**config.mk**
```make
export PLATFORM = sky130hd
export DESIGN_NAME = adau_spi_arbiter
export DESIGN_NICKNAME = d
export VERILOG_FILES = /design/src/rtl/adau_spi_arb_pkg.sv /design/src/rtl/adau_cmd_fifo.sv /design/src/rtl/adau_spi_arbiter.sv
export SDC_FILE = /design/constraint.sdc
export NUM_CORES = 1
export LEC_CHECK = 0
export ABC_AREA = 1
export CELL_PAD_IN_SITES_DETAIL_PLACEMENT = 2
export CELL_PAD_IN_SITES_GLOBAL_PLACEMENT = 2
export CORE_MARGIN = 2
export CORE_UTILIZATION = 37
export DETAILED_ROUTE_END_ITERATION = 10
export DONT_BUFFER_PORTS = 1
export GPL_ROUTABILITY_DRIVEN = 0
export PLACE_DENSITY = 0.8
export SLEW_MARGIN = 20
export SYNTH_ARGS = -nofsm -noshare
export SYNTH_HDL_FRONTEND = slang
export SYNTH_SLANG_ARGS = --single-unit
```
**constraint.sdc**
```tcl
create_clock -name clk -period 2.55 [get_ports clk]
set_clock_uncertainty 0.1 [all_clocks]
set_input_delay 0.255 -clock clk [delete_from_list [all_inputs] [get_ports clk]]
set_output_delay 0.255 -clock clk [all_outputs]
set_load 0.03 [all_outputs]
```
**src/rtl/adau_spi_arb_pkg.sv**
```systemverilog
// Shared types and constants for the ADAU1761 control-port SPI arbiter.
package adau_spi_arb_pkg;

    localparam int ADAU_DATA_WIDTH = 32;

    typedef enum logic [1:0] {
        ST_IDLE  = 2'd0,
        ST_ISSUE = 2'd1,
        ST_GAP   = 2'd2
    } arb_state_t;

    localparam logic GRANT_INIT = 1'b0;
    localparam logic GRANT_CPU  = 1'b1;

endpackage

```
**src/rtl/adau_cmd_fifo.sv**
```systemverilog
// Small synchronous command FIFO with registered full/empty/level flags.
module adau_cmd_fifo #(
    parameter int DATA_WIDTH = 32,
    parameter int DEPTH      = 4
) (
    input  logic                     clk,
    input  logic                     reset,
    input  logic                     wr_en,
    input  logic [DATA_WIDTH-1:0]    wr_data,
    input  logic                     pop,
    output logic [DATA_WIDTH-1:0]    head,
    output logic                     full,
    output logic                     empty,
    output logic [$clog2(DEPTH):0]   level
);

    localparam int AW = $clog2(DEPTH);

    logic [DATA_WIDTH-1:0] mem [DEPTH];
    logic [AW-1:0]         wr_ptr;
    logic [AW-1:0]         rd_ptr;
    logic [AW:0]           level_next;
    logic                  push_ok;
    logic                  pop_ok;

    // Full is the registered flag, so a push at full is dropped even if a pop lands in the same cycle.
    assign push_ok = wr_en && !full;
    assign pop_ok  = pop && !empty;
    assign head    = mem[rd_ptr];

    always_comb begin
        level_next = level;
        case ({push_ok, pop_ok})
            2'b10:   level_next = level + (AW+1)'(1);
            2'b01:   level_next = level - (AW+1)'(1);
            default: level_next = level;
        endcase
    end

    always_ff @(posedge clk or posedge reset) begin
        if (reset) begin
            wr_ptr <= '0;
            rd_ptr <= '0;
            level  <= '0;
            full   <= 1'b0;
            empty  <= 1'b1;
        end else begin
            if (push_ok) wr_ptr <= wr_ptr + AW'(1);
            if (pop_ok)  rd_ptr <= rd_ptr + AW'(1);
            level <= level_next;
            full  <= (level_next == (AW+1)'(DEPTH));
            empty <= (level_next == '0);
        end
    end

    always_ff @(posedge clk) begin
        if (push_ok) mem[wr_ptr] <= wr_data;
    end

endmodule

```
**src/rtl/adau_spi_arbiter.sv**
```systemverilog
// Arbitrates the ADAU1761 SPI master between the boot sequencer and buffered CPU commands.
module adau_spi_arbiter
    import adau_spi_arb_pkg::*;
#(
    parameter int DATA_WIDTH     = ADAU_DATA_WIDTH,
    parameter int CPU_FIFO_DEPTH = 4
) (
    input  logic                              clk,
    input  logic                              reset,
    input  logic [DATA_WIDTH-1:0]             init_command,
    input  logic                              init_valid,
    output logic                              init_ready,
    input  logic                              init_done,
    input  logic [DATA_WIDTH-1:0]             cpu_command,
    input  logic                              cpu_write,
    output logic                              cpu_full,
    output logic [$clog2(CPU_FIFO_DEPTH):0]   cpu_level,
    output logic                              cpu_overflow,
    input  logic                              cpu_overflow_clr,
    output logic [DATA_WIDTH-1:0]             spi_data,
    output logic                              spi_valid,
    input  logic                              spi_ready,
    output logic                              busy,
    output logic                              grant
);

    arb_state_t            state;
    logic                  last_grant;
    logic                  fifo_empty;
    logic [DATA_WIDTH-1:0] fifo_head;
    logic                  cpu_eligible;
    logic                  init_fire;
    logic                  cpu_pop;

    adau_cmd_fifo #(
        .DATA_WIDTH (DATA_WIDTH),
        .DEPTH      (CPU_FIFO_DEPTH)
    ) u_cmd_fifo (
        .clk     (clk),
        .reset   (reset),
        .wr_en   (cpu_write),
        .wr_data (cpu_command),
        .pop     (cpu_pop),
        .head    (fifo_head),
        .full    (cpu_full),
        .empty   (fifo_empty),
        .level   (cpu_level)
    );

    // init_ready never looks at init_valid, which keeps the handshake free of combinational loops.
    assign cpu_eligible = init_done && !fifo_empty;
    assign init_ready   = (state == ST_IDLE) && !reset &&
                          (!cpu_eligible || last_grant == GRANT_CPU);
    assign init_fire    = init_valid && init_ready;
    assign cpu_pop      = (state == ST_IDLE) && !init_fire && cpu_eligible;
    assign busy         = (state != ST_IDLE) || !fifo_empty;

    always_ff @(posedge clk or posedge reset) begin
        if (reset) begin
            state      <= ST_IDLE;
            spi_valid  <= 1'b0;
            spi_data   <= '0;
            grant      <= GRANT_INIT;
            last_grant <= GRANT_CPU;
        end else begin
            case (state)
                ST_IDLE: begin
                    if (init_fire) begin
                        spi_data   <= init_command;
                        spi_valid  <= 1'b1;
                        grant      <= GRANT_INIT;
                        last_grant <= GRANT_INIT;
                        state      <= ST_ISSUE;
                    end else if (cpu_pop) begin
                        spi_data   <= fifo_head;
                        spi_valid  <= 1'b1;
                        grant      <= GRANT_CPU;
                        last_grant <= GRANT_CPU;
                        state      <= ST_ISSUE;
                    end
                end
                ST_ISSUE: begin
                    if (spi_ready) begin
                        spi_valid <= 1'b0;
                        state     <= ST_GAP;
                    end
                end
                ST_GAP: begin
                    state <= ST_IDLE;
                end
                default: begin
                    spi_valid <= 1'b0;
                    state     <= ST_IDLE;
                end
            endcase
        end
    end

    always_ff @(posedge clk or posedge reset) begin
        if (reset) begin
            cpu_overflow <= 1'b0;
        end else if (cpu_write && cpu_full) begin
            cpu_overflow <= 1'b1;
        end else if (cpu_overflow_clr) begin
            cpu_overflow <= 1'b0;
        end
    end

endmodule

```
Word-level counts from Yosys, hierarchy flattened. Memories as Yosys holds them, arrays and structs flattened. Index checks and enable logic that the tools add are counted.

Register bits: 47. Memory bits (writable): 128. Output and inout port bits: 41. Word-level logic and storage cells: 64. Memories: 1.

$add $sub $neg: 4. Equality and inequality tests: 7. Muxes and demuxes: 16. Bitwise logic cells: 1. Reductions and logical operators: 24.

Memory list: u_cmd_fifo.mem (words 4, bits a word 32, read ports 1, clocked after memory_dff 0, write ports 1, line adau_cmd_fifo.sv:19) `logic [DATA_WIDTH-1:0] mem [DEPTH];`.

Operators with widths (number): two-way mux 32 bit (2); logical AND 1 bit (9); two-way mux 1 bit (8); two-way mux 2 bit (3); case mux 3 bit (2 select lines) (1); nonzero test 2 bit (3); zero test 1 bit (5); adder 2 x 1 -> 2 bit, second input constant (2); equality test 2 x 1 -> 1 bit, second input constant (2); equality test 2 bit, second input constant (2); case mux 2 bit (2 select lines) (1); AND reduction 2 bit (2); adder 3 x 1 -> 3 bit, second input constant (1); equality test 3 bit, second input constant (1); zero test 3 bit (1); != test 3 x 2 -> 1 bit, second input constant (1); case mux 1 bit (3 select lines) (1); AND reduction 3 bit (1); subtractor 3 x 1 -> 3 bit, second input constant (1); zero test 2 bit (1); logical OR 1 bit (2); != test 2 bit, second input constant (1); inverter 1 bit (1).

Depth between registers and ports, before layout. Gate-level depths: netlist of run 1.

Depth in word-level cells: 13. Depth in mapped cells: 15. Depth with buffers taken out: 15.

Cells and area by module. Synthesis of run 1 repeated with hierarchy kept, for this count alone.

Cell total of the unflattened synthesis: 608. Area, all modules: 7175.6 um^2.

Modules (own cells, without submodules): adau_cmd_fifo (instances 1, cells an instance 364, area an instance 5271.3 um^2); adau_spi_arbiter (instances 1, cells an instance 244, area an instance 1904.3 um^2).

Worst setup path before layout of run 1. OpenSTA, ideal clock, no wires.

Kind: reg2reg. From: register u_cmd_fifo.full. To: memory u_cmd_fifo.mem[0][0] (enable). Setup time: 0.421 ns. Arrival time: 2.105 ns. Setup slack: -0.076 ns. Cell stages (with the launch flop): 4. Buffers on the path: 0. Cell sequence: dfrtp_1 > inv_1 > nand2_1 > nor2_1.

Longest elaborated chain between the ends: 4.

Ends and longest elaborated chain: from (decl) (line adau_cmd_fifo.sv:12) `output logic full,`; from (signal assigned) (line adau_cmd_fifo.sv:51) `full <= (level_next == (AW+1)'(DEPTH));`; zero test 1 bit (line adau_cmd_fifo.sv:27) `assign push_ok = wr_en && !full;`; logical AND 1 bit (line adau_cmd_fifo.sv:27); two-way mux 1 bit (line adau_cmd_fifo.sv:57) `if (push_ok) mem[wr_ptr] <= wr_data;`; two-way mux 1 bit (not written as such) (line adau_cmd_fifo.sv:57); to (decl) (line adau_cmd_fifo.sv:19).

No other way between the ends.

Worst setup path after layout of run 1.
From: register state[1]. To: register u_cmd_fifo.full.

Longest elaborated chain between the ends: 11. Elaborated cells on any way between the ends: 12. Those cells by class: eq/ne: 3; mux: 1; reduce/logical: 8.

Ends and longest elaborated chain: from (decl) (line adau_spi_arbiter.sv:27) `arb_state_t state;`; from (signal assigned) (line adau_spi_arbiter.sv:60) `state <= ST_IDLE;`; from (signal assigned) (line adau_spi_arbiter.sv:73) `state <= ST_ISSUE;`; from (signal assigned) (line adau_spi_arbiter.sv:79) `state <= ST_ISSUE;`; zero test 2 bit * (line adau_spi_arbiter.sv:52, adau_spi_arbiter.sv:55); logical AND 1 bit (2 in a row) (line adau_spi_arbiter.sv:52) `assign init_ready = (state == ST_IDLE) && !reset &&`; logical AND 1 bit (line adau_spi_arbiter.sv:54) `assign init_fire = init_valid && init_ready;`; zero test 1 bit (line adau_spi_arbiter.sv:55) `assign cpu_pop = (state == ST_IDLE) && !init_fire && cpu_eligible;`; logical AND 1 bit * (2 in a row) (line adau_spi_arbiter.sv:55); logical AND 1 bit * (line adau_cmd_fifo.sv:28) `assign pop_ok = pop && !empty;`; equality test 2 x 1 -> 1 bit or equality test 2 bit (tied branches) (line adau_cmd_fifo.sv:33) `case ({push_ok, pop_ok})`; case mux 3 bit (2 select lines) * (line adau_cmd_fifo.sv:33); named net u_cmd_fifo.level_next[1] (line adau_cmd_fifo.sv:22) `logic [AW:0] level_next;`; equality test 3 bit * (line adau_cmd_fifo.sv:51).

Mark *: on every way through the listed nets, which the timed path passes. The rest lies on a longest branch. A chain may end at the register's enable or synchronous reset.

==> flow_metrics.tcl, run 1 <==
set metrics [dict create \
    pin_count 112 \
    cts_tree "yes" \
    core_sq_um 19600 \
    synth_area_sq_um 7440 \
    setup_viol 0 \
    ys_types 31 \
    fin_crit_sh 0.949 \
    finalNetCount 830 \
    grt_max_degree 44 \
    status "complete, but fails checks" \
    fin_hold_ws_ns -0.000135 \
    clock.fmax_mhz 413 \
    setup_ws_ns 0.131 \
    min_path_type "input pin to flip-flop" \
    final_antenna_net_count 0 \
    p_total_w 0.0110 \
    grt_pass1_wl_mm 36.9 \
    path_clk_slew_ns 0.07 \
    initial_core_util 0.380 \
    r2r_cells 13 \
    htreeDepth 4 \
    num_rows 51 \
    drive_gt1_frac 0.0940 \
    peakVddDrop_mv 0.439 \
    worstPathArrival_ns 2.67 \
    drtIter0Drc 347 \
    port_buffers 0 \
    clock_path_buffers 2 \
    endpoint_kind "flip-flop" \
    crit_path_max_fanout 4 \
    hpwlAfterDp_mm 13.6 \
    period_minus_slack_ns 2.42 \
    synth_warnings 0 \
    synth_top_area_frac 0.517 \
    die-area_sq_um 21200 \
    die_height_microns 146 \
    numCtsBuffers 17 \
    worstMarginPinSlew_ns 0.687 \
    p_leak_nw 3.73 \
    die_x_microns 146 \
    synth_compound_gate_area_share 0.00673 \
    hold_depth 3 \
    crit_type "flip-flop to flip-flop" \
    synth-simple-area-share 0.243 \
    synth-adder-area-share 0.0111 \
    p_per_area_nw_per_um2 1240 \
    drv_slew 0 \
    synth_nets 781 \
    synth_top_area_cell "edfxtp_1" \
    synth.mux.area_fraction 0 \
    antenna_found_initial 2 \
    vias_per_cell 5.29 \
    clk_latency_ns 0.43 \
    synth_top_family_by_area "simple AND/OR/NAND/NOR gates" \
    violations "negative hold slack" \
    grt_remaining_overflow 0 \
    startpoint_type "flip-flop" \
    synth_seq_cells 175 \
    drt-total-wl_mm 23.5 \
    synth.avg_cell_area_sq_um 10.6 \
    syn_inst 704 \
    root_buffer "clkbuf_16" \
    final_cell_count_no_fill 1032 \
    postCtsSetupRepairBufs 0 \
    area_growth_pct 19.9 \
    cts_num_sinks 175 \
    yosys-top-cells-area "edfxtp_1 52%, dfrtp_1 15%, nand2_1 13%" \
    drc_errors 0 \
    cp_data_required_time_ns 2.80 \
    wire_per_inst_microns 22.8 \
    vias 5464 \
    synth-xor-area-share 0.00471 \
    dp_slack_ns 0.0659 \
    grt_pass1_vias 6251 \
    hold_violations 1 \
    cap_violations 0 \
    relSlewSlack 0.541 \
    ys_seq_area_frac 0.675 \
    grt_usage 0.229 \
    dp.cells 945 \
    firstDrtPassIters 5 \
]
-- Yosys cell counts --
cell type	count
ha_1	5
nand2_2	1
buf_2	19
clkbuf_1	9
xor2_1	2
inv_1	49
o21ai_0	3
inv_2	9
o31ai_1	1
nor2_1	7
fa_1	1
o21ai_1	3
and2_1	1
nand3b_4	1
nor2_4	1
edfxtp_1	128
nand3b_1	1
or2_1	1
nand2_1	267
buf_4	7
nand2_4	1
dfstp_2	2
a21oi_1	1
buf_6	3
buf_1	2
nand3_1	98
nand3_4	1
nand4_1	32
xnor2_1	2
dfrtp_1	45
a21o_1	1
-- final timing paths --
path	start	endpoint	slack (ns)
worst min-delay path	init_valid	u_cmd_fifo.rd_ptr[1]	-0.0001
worst max register to register	state[1]	u_cmd_fifo.full	0.13
worst max-delay path	state[1]	u_cmd_fifo.full	0.13
max in group asynchronous	reset	spi_data[10]	1.35
worst min register to register	state[1]	state[0]	0.44
min in group asynchronous	reset	spi_valid	0.24
-- cells by family after synthesis --
| logic type | after synthesis |
|---|---|
| adder cells (fa/ha/maj) | 6 |
| AO/OA/AOI/OAI | 9 |
| AND/OR/NAND/NOR | 412 |
| flip-flops | 175 |
| buffers and inverters | 98 |
| XOR/XNOR | 4 |
-- timing repair --
action                                  in CTS  in global routing
gates resized for setup                      0                  5
hold endpoints to repair                   180                  0
hold buffers                                54                  0
endpoints found under the setup margin       0                  2
-- power breakdown --
| part | internal, W | leakage, nW | switching [W] |
|---|---|---|---|
| clock | 0.00144 | 0.283 | 0.00112 |
| combinational | 0.00107 | 1.71 | 0.00255 |
| sequential | 0.00384 | 1.74 | 0.00101 |
| total | 0.00635 | 3.73 | 0.00468 |
-- sequential cells by signal, summed over array words and instances (netlist names), 2 cells and up --
signal             flops
u_cmd_fifo.mem       128
spi_data              32
u_cmd_fifo.level       3
state                  2
u_cmd_fifo.rd_ptr      2
u_cmd_fifo.wr_ptr      2
-- area by class of cell --
type / instances / area, sq um
Tap cell: 265 / 332
Clock inverter: 14 / 141
Clock buffer: 18 / 429
Sequential cell: 175 / 5020
Inverter: 58 / 218
Antenna cell: 1 / 2.50
Fill cell: 2036 / 10700
Timing Repair Buffer: 70 / 746
Multi-Input combinational cell: 431 / 2020
-- placed cells by master, fill, tap and decap left out, drive strengths merged, types with 2 or more instances in the layout --
cell / netlist / layout
inv: 58 / 61
edfxtp: 128 / 128
nand3: 99 / 99
nand3b: 2 / 2
dlygate4sd3: 0 / 53
nor2: 8 / 8
o21ai: 6 / 6
xnor2: 2 / 2
ha: 5 / 5
buf: 31 / 17
clkinv: 0 / 9
clkbuf: 9 / 18
dfstp: 2 / 2
bufinv: 0 / 2
nand2: 269 / 269
nand4: 32 / 32
xor2: 2 / 2
dfrtp: 45 / 45
-- critical path: stages, from the launching register on --
cell and delay, ns:
dfrtp_1 0.41, inv_2 0.08, nand2_2 0.07, inv_1 0.10
nand3_2 0.12, inv_2 0.10, nand2_2 0.09, inv_2 0.07
ha_2 0.20, fa_1 0.43, inv_1 0.06, o21ai_0 0.09
or2_1 0.28, nor2_1 0.13
-- stage by stage --
| step | TNS, ns | utilization | area [sq um] |
|---|---|---|---|
| floorplan | -9.77 | - | 7440 |
| finish | 0 | 0.455 | 8910 |
| detailed placement | 0 | 0.397 | 7770 |
| CTS | 0 | 0.454 | 8890 |
| global placement | 0 | 0.397 | 7770 |
| global route | -0.0131 | 0.455 | 8910 |
-- routing by layer --
layer	up-vias	GRT usage	routed length [microns]
met5	-	0	11
met4	2	0.0794	512
met3	38	0.0470	1010
met2	149	0.407	12200
met1	2834	0.277	9830
li1	2441	-	-
Note: power is estimated with default switching activity, not from simulation.
==> inputs of run 2 (changes only) <==
--- a/config.mk
+++ b/config.mk
@@ -8,13 +8,15 @@
 export ABC_AREA = 1
 export CELL_PAD_IN_SITES_DETAIL_PLACEMENT = 2
 export CELL_PAD_IN_SITES_GLOBAL_PLACEMENT = 2
-export CORE_MARGIN = 2
-export CORE_UTILIZATION = 37
+export CORE_MARGIN = 8
+export CORE_UTILIZATION = 38
 export DETAILED_ROUTE_END_ITERATION = 10
 export DONT_BUFFER_PORTS = 1
 export GPL_ROUTABILITY_DRIVEN = 0
-export PLACE_DENSITY = 0.8
+export PLACE_DENSITY = 0.79
+export REMOVE_ABC_BUFFERS = 1
 export SLEW_MARGIN = 20
 export SYNTH_ARGS = -nofsm -noshare
 export SYNTH_HDL_FRONTEND = slang
+export SYNTH_HIERARCHICAL = 1
 export SYNTH_SLANG_ARGS = --single-unit
==> run 2 against run 1 <==
Against the previous run:
- the flow now finishes without violations
- global-route usage fell by 5.2 points
- core utilization is 1.2 points higher
- clock power is 13% higher
- cell count fell by 11%
- non-clock buffer count is 10 higher
- count of clock-buffer cells in the layout grew 1
- highest routed layer unchanged
==> flow_metrics.tcl, run 2 <==
set metrics [dict create \
    p_per_area_nw_per_um2 1310 \
    swShare 0.396 \
    drive_gt1_frac 0.0873 \
    ys_types 28 \
    endpoint_kind "flip-flop" \
    die_x_microns 153 \
    synth_top_area_frac 0.536 \
    p_leak_nw 3.37 \
    cts_num_sinks 175 \
    critical_path.cell_chain "inv_2, nand2_2, inv_2, nand3_2, nand2b_1, inv_1, inv_1, nor2_4, ha_2, fa_1, o21ai_2, nand2_1, a21oi_1" \
    n_fill_cell 1847 \
    drc_errors 0 \
    vias_per_cell 5.18 \
    seq_power_share 0.433 \
    antenna_found_initial 2 \
    clock.fmax_mhz 426 \
    synth_area_sq_um 7180 \
    cp_num_buf_inv 4 \
    synth_common_cells "128 x edfxtp_1, 79 x nand2_1, 71 x nor2_1, 68 x o21ai_1, 62 x o21ai_0" \
    layout_commonest_cell "edfxtp_1" \
    syn_inst 608 \
    startpoint_type "flip-flop" \
    synthMostInstantiatedCell "edfxtp_1" \
    numCtsBuffers 17 \
    die-area_sq_um 23500 \
    grt_usage 0.177 \
    grt_pass1_vias 5651 \
    clock_path_buffers 2 \
    initial_core_util 0.385 \
    die_height_microns 153 \
    relSlewSlack 0.338 \
    async_flop_share 0.269 \
    period_minus_slack_ns 2.35 \
    port_buffers 0 \
    pin_count 112 \
    worstMarginPinSlew_ns 0.991 \
    grt_remaining_overflow 0 \
    utilization 0.467 \
    peakVddDrop_mv 0.538 \
    hpwlAfterDp_mm 12.1 \
    fin_crit_sh 0.922 \
    final_antenna_net_count 0 \
    firstDrtPassIters 4 \
    p_switching_w 0.00450 \
    area_growth_pct 21.4 \
    crit_path_max_fanout 3 \
    cp_data_required_time_ns 2.80 \
    clk_latency_ns 0.42 \
    grt_max_degree 69 \
    drv_slew 0 \
    crit_type "flip-flop to flip-flop" \
    rsz0062_at_grt "false" \
    cts_tree "yes" \
    finalNetCount 751 \
    synth_seq_cells 175 \
    wire_per_inst_microns 21.9 \
    ys.flop_type "edfxtp_1" \
    path_clk_slew_ns 0.06 \
    min_path_type "input pin to flip-flop" \
    synth_top_area_cell "edfxtp_1" \
    cap_violations 0 \
    postPlaceCellArea_sq_um 7370 \
    yosys-top-cells-area "edfxtp_1 54%, dfrtp_1 16%, o21ai_1 4.7%" \
    num_rows 50 \
    clkPwrFrac 0.254 \
    root_buffer "clkbuf_16" \
    drt-total-wl_mm 20.2 \
    finalInstanceArea_sq_um 8710 \
    status "finished, final reports clean" \
    htreeDepth 4 \
    postCtsSetupRepairBufs 0 \
    ys_seq_area_frac 0.700 \
    cp_slowest_stage_delay_ns 0.43 \
    vias 4777 \
    cp_slowest_cell "fa_1" \
    setup_ws_ns 0.200 \
    drtIter0Drc 237 \
    dp_slack_ns -0.0179 \
    comb_power_share 0.313 \
    critPathTopFamily "adder cells" \
    top_regs "u_cmd_fifo/mem: 128 flops, spi_data: 32 flops, u_cmd_fifo/level: 3 flops" \
    setup_viol 0 \
    largest_register_ff_count 128 \
    p_total_w 0.0114 \
    hold_violations 0 \
    max_flop_register "u_cmd_fifo/mem" \
    synth.avg_cell_area_sq_um 11.8 \
    grt_pass1_wl_mm 32.1 \
    synth_edf_count 128 \
    final_cell_mix "128 x edfxtp_1, 79 x nand2_1, 68 x o21ai_1, 68 x dlygate4sd3_1, 66 x nor2_1" \
    worstPathArrival_ns 2.60 \
    p_int_w 0.00688 \
    synth_warnings 6 \
    core_sq_um 18600 \
]
## run 2: cell count changes after synthesis, sizes merged, moves of 31 or more
| cell | delta |
|---|---|
| o22ai | +32 |
| nand3 | -93 |
| nor2 | +64 |
| o21ai | +124 |
| nand2 | -189 |
| nand4 | -31 |
## run 2: worst reg2reg max path: cells and delay by family (launching register included)
| family | cells | cell delay, ns |
|---|---|---|
| adders and majority gates | 2 | 0.65 |
| and+or+nand+nor | 5 | 0.50 |
| DFF | 1 | 0.41 |
| AOI/OAI and AO/OA | 2 | 0.30 |
| buffers and inverters | 4 | 0.32 |
## run 2: layout make-up
class	instances	area (sq um)	area share
Antenna cell	1	2.50	0.000287
Clock buffer	19	433	0.0497
Clock inverter	13	218	0.0250
Inverter	61	229	0.0263
Multi-Input combinational cell	339	1680	0.193
Sequential cell	175	5020	0.577
Tap cell	234	293	0.0336
Timing Repair Buffer	80	833	0.0956
## run 2: final timing paths
kind | startpoint | cells past startpoint | slack (ns) | to
setup / recovery | state[0] | 13 | 0.20 | u_cmd_fifo/full
hold reg to reg | last_grant | 2 | 0.44 | last_grant
max in group asynchronous | reset | 2 | 1.27 | spi_data[15]
hold / removal | init_valid | 5 | 0.07 | last_grant
min in group asynchronous | reset | 2 | 0.21 | u_cmd_fifo/level[2]
setup reg to reg | state[0] | 13 | 0.20 | u_cmd_fifo/full
## run 2: per-layer routing
layer  GRT usage  vias up  routed length (microns)
li1            -     2227                        -
met1       0.199     2422                     8020
met2       0.322      105                    10900
met3      0.0457       21                      966
met4      0.0565        2                      308
met5           0        -                        8
## run 2: metrics by stage
step	hold WS, ns	cells	TNS [ns]
3_5_place_dp	0.0478	821	-0.0179
2_1_floorplan	-0.0178	575	-15.99
4_1_cts	0.0419	921	0
5_1_grt	0.0774	922	0
6_report	0.0659	922	0
3_3_place_gp	0.0380	821	0
## run 2: repair_timing
action,4_1_cts,5_1_grt
hold buffers,68,0
endpoints found under the hold margin,209,0
setup endpoints to repair,2,3
resized for setup,1,5
## run 2: kinds of logic after synthesis
| group | share of synthesized area |
|---|---|
| DFF | 0.700 |
| AOI/OAI and AO/OA | 0.121 |
| and+or+nand+nor | 0.0905 |
| buffers and inverters | 0.0718 |
| adders and majority gates | 0.0115 |
| xor gates and xnor gates | 0.00488 |
## run 2: power groups by stage
stage	Clock (W)	Sequential, W	Combinational (W)
after CTS	0.00294	0.00493	0.00355
after detailed placement	0	0.00498	0.00339
after global routing	0.00305	0.00501	0.00405
final	0.00289	0.00493	0.00356
after floorplan	0	0.00493	0.00208
after global placement	0	0.00493	0.00314
